$ cat src/rtl/key_move_ctrl.sv
// Push-button front end for the PacMan datapath: sync, per-key debounce,
// priority select and one-hot move pulses with hold-to-repeat.
module key_move_ctrl #(
    parameter int unsigned DEBOUNCE_CYCLES = 500000,
    parameter int unsigned REPEAT_DELAY    = 25000000,
    parameter int unsigned REPEAT_RATE     = 10000000
) (
    input  logic       clk,
    input  logic       reset,
    input  logic [3:0] key_n,
    output logic [3:0] key_held,
    output logic [3:0] move,
    output logic [1:0] active
);

    localparam int unsigned DB_W    = $clog2(DEBOUNCE_CYCLES + 1);
    localparam int unsigned TMR_MAX = (REPEAT_DELAY > REPEAT_RATE) ? REPEAT_DELAY : REPEAT_RATE;
    localparam int unsigned TMR_W   = $clog2(TMR_MAX + 1);

    localparam logic [DB_W-1:0]  DB_LAST    = DB_W'(DEBOUNCE_CYCLES - 1);
    localparam logic [TMR_W-1:0] DELAY_LAST = TMR_W'(REPEAT_DELAY - 1);
    localparam logic [TMR_W-1:0] RATE_LAST  = TMR_W'(REPEAT_RATE - 1);

    typedef enum logic [1:0] {
        IDLE,
        DELAY,
        REPEAT
    } state_t;

    logic [3:0]      sync1;
    logic [3:0]      sync2;
    logic [3:0]      s_prev;
    logic [3:0]      s;
    logic [DB_W-1:0] db_cnt [4];

    state_t           state;
    state_t           state_nxt;
    logic [TMR_W-1:0] timer;
    logic [TMR_W-1:0] timer_nxt;
    logic [1:0]       active_nxt;
    logic [3:0]       move_nxt;
    logic [1:0]       req;
    logic             any_held;

    assign s        = ~sync2;
    assign any_held = |key_held;

    // Synchroniser and per-key debounce; s_prev flags a fresh edge on the synced level.
    always_ff @(posedge clk) begin
        if (reset) begin
            sync1    <= 4'b1111;
            sync2    <= 4'b1111;
            s_prev   <= 4'b0000;
            key_held <= 4'b0000;
            for (int i = 0; i < 4; i++) begin
                db_cnt[i] <= '0;
            end
        end else begin
            sync1  <= key_n;
            sync2  <= sync1;
            s_prev <= s;
            for (int i = 0; i < 4; i++) begin
                if ((s[i] == key_held[i]) || (s[i] != s_prev[i])) begin
                    db_cnt[i] <= '0;
                end else if (db_cnt[i] == DB_LAST) begin
                    key_held[i] <= s[i];
                    db_cnt[i]   <= '0;
                end else begin
                    db_cnt[i] <= db_cnt[i] + DB_W'(1);
                end
            end
        end
    end

    // Lowest held index wins.
    always_comb begin
        req = 2'd0;
        for (int i = 3; i >= 0; i--) begin
            if (key_held[i]) begin
                req = 2'(i);
            end
        end
    end

    always_ff @(posedge clk) begin
        if (reset) begin
            state  <= IDLE;
            timer  <= '0;
            active <= 2'd0;
            move   <= 4'b0000;
        end else begin
            state  <= state_nxt;
            timer  <= timer_nxt;
            active <= active_nxt;
            move   <= move_nxt;
        end
    end

    // A switch to another key outranks a timer expiry and restarts the delay.
    always_comb begin
        state_nxt  = state;
        timer_nxt  = timer;
        active_nxt = active;
        move_nxt   = 4'b0000;
        case (state)
            IDLE: begin
                if (any_held) begin
                    move_nxt   = 4'b0001 << req;
                    active_nxt = req;
                    timer_nxt  = '0;
                    state_nxt  = DELAY;
                end
            end
            DELAY, REPEAT: begin
                if (!any_held) begin
                    state_nxt = IDLE;
                end else if (req != active) begin
                    move_nxt   = 4'b0001 << req;
                    active_nxt = req;
                    timer_nxt  = '0;
                    state_nxt  = DELAY;
                end else if (timer == ((state == DELAY) ? DELAY_LAST : RATE_LAST)) begin
                    move_nxt  = 4'b0001 << active;
                    timer_nxt = '0;
                    state_nxt = REPEAT;
                end else begin
                    timer_nxt = timer + TMR_W'(1);
                end
            end
            default: begin
                state_nxt = IDLE;
            end
        endcase
    end

endmodule

$ cat config.mk
export PLATFORM = sky130hd
export DESIGN_NAME = key_move_ctrl
export DESIGN_NICKNAME = d
export VERILOG_FILES = /design/src/rtl/key_move_ctrl.sv
export SDC_FILE = /design/constraint.sdc
export NUM_CORES = 1
export LEC_CHECK = 0
export ABC_CLOCK_PERIOD_IN_PS = 4650
export CORE_UTILIZATION = 35
export CTS_CLUSTER_SIZE = 14
export DETAILED_ROUTE_END_ITERATION = 6
export PLACE_DENSITY = 0.55
export SLEW_MARGIN = 20
export SYNTH_ARGS = -nofsm -noshare
export SYNTH_HDL_FRONTEND = slang
export SYNTH_SLANG_ARGS = --single-unit
$ cat constraint.sdc
create_clock -name clk -period 4.65 [get_ports clk]
set_input_delay 1.395 -clock clk [delete_from_list [all_inputs] [get_ports clk]]
set_output_delay 1.395 -clock clk [all_outputs]
set_load 0.02 [all_outputs]
* Word level (Yosys, flattened, before mapping) *
Memories as Yosys holds them, arrays and structs flattened.
Index checks and enable logic that the tools add are counted.

storage, ports and cells
  flip-flop bits (word level) = 49
  bits in writable memories = 76
  word-level logic and storage cells = 153
  memories = 1

memory list
  memory  words  bits a word  read ports  clocked after Yosys merged registers in  write ports  RTL line  text
  db_cnt  4      19           4           0                                        4            34        logic [DB_W-1:0] db_cnt [4];

cells by class
  add/sub/neg operators = 5
  eq/ne operators = 20
  shift-type cells = 2
  muxes and demuxes = 82
  bitwise gates (word level) = 17
  reductions and logical operators = 15

operators by type and width
  operator                                                            count
  19-bit two-way mux                                                  12
  25-bit two-way mux                                                  5
  19-bit by 1-bit adder with 19-bit output (second input constant)    4
  19-bit == test (second input constant)                              4
  25-bit case mux with 2 select lines                                 1
  1-bit two-way mux                                                   46
  25-bit by 1-bit adder with 25-bit output (second input constant)    1
  25-bit == test                                                      1
  2-bit two-way mux                                                   11
  4-bit two-way mux                                                   4
  1-bit OR                                                            12
  2-bit AND reduction                                                 5
  2-bit case mux with 2 select lines                                  2
  4-bit case mux with 2 select lines                                  1
  1-bit by 2-bit << shifter with 4-bit output (first input constant)  2
  2-bit != test (second input constant)                               3
  1-bit == test                                                       4
  1-bit logical OR                                                    4
  1-bit != test                                                       4
  4-bit != test (second input constant)                               1
  1-bit NOT                                                           4
  4-bit NOT                                                           1
  4-bit AND reduction                                                 1
  4-bit OR reduction                                                  1
  7 further kinds                                                     7

* Depth between registers and ports, before layout *
  word-level depth = 9
  mapped depth = 9

* Worst setup path after synthesis *
No wires, ideal clock.

  path kind = input to register
  start point = in reset
  end point = mem db_cnt[0][10] (netlist bit) (data pin)
  arrival time = 2.227 ns
  required time = 4.384 ns
  setup slack = 2.157 ns
  stages = 5
  cells stage by stage = clkbuf_1 a21oi_1 nand2_1 clkbuf_1 nor2_1

RTL lines
  item                RTL line  text
  start: declaration  9         input logic reset,
  end: declaration    34

* Final worst setup path *
  start point = reg key_held[1]
  end point = out key_held[1]

RTL lines
  item                              RTL line  text
  start: declaration                11        output logic [3:0] key_held,
  start signal: indexed assignment  66        key_held[i] <= s[i];

No word-level cell between the ends.

==> impl_metrics.tcl <==
set metrics [dict create \
    status "completed" \
    yosysUniqueCellTypes 56 \
    clock_sinks 125 \
    worst_ep_required_time_ns 3.25 \
    ys_async_sr_fraction_pct 0 \
    r2r_start "state[1]$_SDFFE_PP0P_" \
    layout-drive-gt1-share_pct 6.120 \
    grt_use_met1_pct 18.01 \
    via_per_inst 4.789 \
    ys_ff_latch 125 \
    synth-main-ff-cell "edfxtp_1" \
    vias 4755 \
    slowest_stage "clkdlybuf4s50_1" \
    cts_tree "yes" \
    hp-class "reg -> reg" \
    leakage_nw 2.551 \
    clk_pin_slew_ns 0.05 \
    ctsHoldBuffers 0 \
    synth_area_leaders "edfxtp_1 36%, dfxtp_1 15%, nor2_1 7.8%, xor2_1 7.3%, xnor2_1 4.4%" \
    ir_worst_vdd_mv 0.2483 \
    numCtsBuffers 17 \
    postLayoutCoreUtil_pct 43.05 \
    finalCritPeriodShare_pct 67.43 \
    worstSetupStartpointType "flip-flop" \
    post_cts_buffers 0 \
    worstSkewPairLatency_ns 0.41 \
    finalHoldViolations 0 \
    synth_top_area_share_pct 35.83 \
    die_w_um 136.9 \
    port_buffers 15 \
    seq_area_frac_synth_pct 51.24 \
    htreeDepth 4 \
    grt_pass1_vias 4602 \
    critPathKind "reg -> out" \
    area_delta_synth_final_pct 18.55 \
    grt_pass1_wl_mm 21.12 \
    worstPathArrival_ns 1.74 \
    num_antenna_cells 0 \
    cts_buffer_depth 2 \
    cap_violations 0 \
    first_pass_iters 4 \
    wl_mm 12.23 \
    skew_ns 0.006695 \
    yosysWarnings 0 \
    cts_resized 0 \
    cp_num_buf_inv 1 \
    clockRootBuffer "clkbuf_16" \
    die_height_um 136.9 \
    yosysMostFrequentCell "nor2_1" \
    initial_utilization_pct 36.32 \
    cpPeakStageDelay_ns 0.71 \
    tightest_slew_ns 0.9339 \
    die_area_um2 18740 \
    hold_start "sync1[1]$_SDFF_PP1_" \
    path_max_fanout 14 \
    post-route-min-period_ns 3.136 \
    design.core.area_um2 17540 \
    gr-total-overflow 0 \
    drtIter0Drc 278 \
    grt-busiest-layer "met2" \
    num_rows 48 \
    netlist_top_cells_count "132 x nor2_1, 76 x edfxtp_1, 53 x xor2_1" \
    hpwl_mm 8.590 \
    crit_start "key_held[1]$_SDFFE_PP0P_" \
    grtUsageTotal_pct 14.29 \
    synth-edff-count 76 \
    drc_errors 0 \
    rsz0062_at_grt "false" \
    crit_family "buffers and inverters" \
    avgRoutedWirePerCell_um 12.31 \
    antenna_found_initial 0 \
    grt_max_degree 28 \
    use_met3_pct 3.667 \
    synth.avg_cell_area_um2 9.664 \
    nets 769 \
    synth.largest_area_cell "edfxtp_1" \
    fmax_mhz 318.9 \
    p_per_area_nw_per_um2 326.9 \
    ioPinCount 16 \
    setup_tns_ns 0 \
    grt_util_met2_pct 22.93 \
    slew-limit-headroom_pct 37.55 \
    routabilityCongestion 0.7795 \
    path_cells "clkdlybuf4s50_1" \
    setup_viol_count_final 0 \
    critPathCaptureType "primary output" \
    synthCells 659 \
    slew_viol_final 0 \
    netlist_area_um2 6369 \
    p_total_mw 2.468 \
    ant_nets 0 \
]
## flip-flops by register name, summed over array words and instances, names as in the netlist
| name | count |
|---|---|
| db_cnt | 76 |
| timer | 25 |
| key_held | 4 |
| move | 4 |
| s_prev | 4 |
| sync1 | 4 |
| sync2 | 4 |
| active | 2 |
| state | 2 |
## power breakdown
part	internal (mW)	total (mW)	switching [mW]
registers	1.20	1.23	0.0291
logic	0.0242	0.0556	0.0314
clock network	0.725	1.18	0.455
total	1.95	2.47	0.516
## area by class of cell
type / instances / area [µm²]
Inverter: 13 / 48.80
Multi-Input combinational cell: 579 / 3256
Clock buffer: 23 / 447.9
Sequential cell: 125 / 3263
Fill cell: 1721 / 9987
Tap cell: 225 / 281.5
Clock inverter: 9 / 72.57
Timing Repair Buffer: 19 / 180.2
## routing by layer
metal	part of all wire (%)	up-vias
li1	-	2465
met1	49	2223
met2	46	49
met3	3.5	18
met4	2.0	0
met5	0	-
## stage by stage
| stage | instance area, µm² | std cells | setup WS [ns] | hold slack (ns) |
|---|---|---|---|---|
| floorplan | 6650 | 734 | 2.157 | 0.3895 |
| CTS | 7550 | 993 | 1.486 | 0.4062 |
| detailed placement | 7029 | 961 | 1.051 | 0.3932 |
| global route | 7550 | 993 | 1.243 | 0.4270 |
| finish | 7550 | 993 | 1.514 | 0.4065 |
| global placement | 7029 | 961 | 1.160 | 0.3944 |
## logic make-up (layout without fill, tap and decap cells)
| kind of cell | after synthesis | in the layout | synth area share [%] |
|---|---|---|---|
| AOI/OAI and AO/OA | 60 | 60 | 6.385 |
| DFF | 125 | 125 | 51.24 |
| buffers and inverters | 30 | 64 | 2.063 |
| xor gates and xnor gates | 85 | 85 | 11.69 |
| other | 1 | 76 | 0.05888 |
| and+or+nand+nor | 350 | 350 | 26.99 |
| adders and majority gates | 8 | 8 | 1.572 |
## worst paths after layout
path                                                to  slack (ns)  cells past startpoint
worst min-delay path               sync2[1]$_SDFF_PP1_        0.41                      1
worst min register to register     sync2[1]$_SDFF_PP1_        0.41                      1
worst max register to register  timer[15]$_SDFFE_PP0P_        1.54                      8
worst max-delay path                       key_held[1]        1.51                      1
## cells in the final DEF (no fill, tap or decap), drive strengths merged, types with 5 or more instances in the layout
| cell | Yosys | final |
|---|---|---|
| a21oi | 20 | 20 |
| and3 | 9 | 9 |
| and4 | 5 | 5 |
| clkbuf | 10 | 23 |
| clkdlybuf4s50 | 0 | 15 |
| clkinv | 0 | 6 |
| conb | 1 | 76 |
| dfxtp | 49 | 49 |
| edfxtp | 76 | 76 |
| ha | 8 | 8 |
| inv | 13 | 13 |
| nand2 | 50 | 50 |
| nand3 | 51 | 51 |
| nand4 | 22 | 22 |
| nor2 | 132 | 132 |
| nor2b | 5 | 5 |
| nor3 | 14 | 14 |
| nor4 | 11 | 11 |
| nor4b | 6 | 6 |
| o21ai | 12 | 12 |
| o21bai | 5 | 5 |
| or2 | 12 | 12 |
| or3 | 12 | 12 |
| xnor2 | 32 | 32 |
| xor2 | 53 | 53 |
Note: power is estimated with default switching activity, not from simulation.
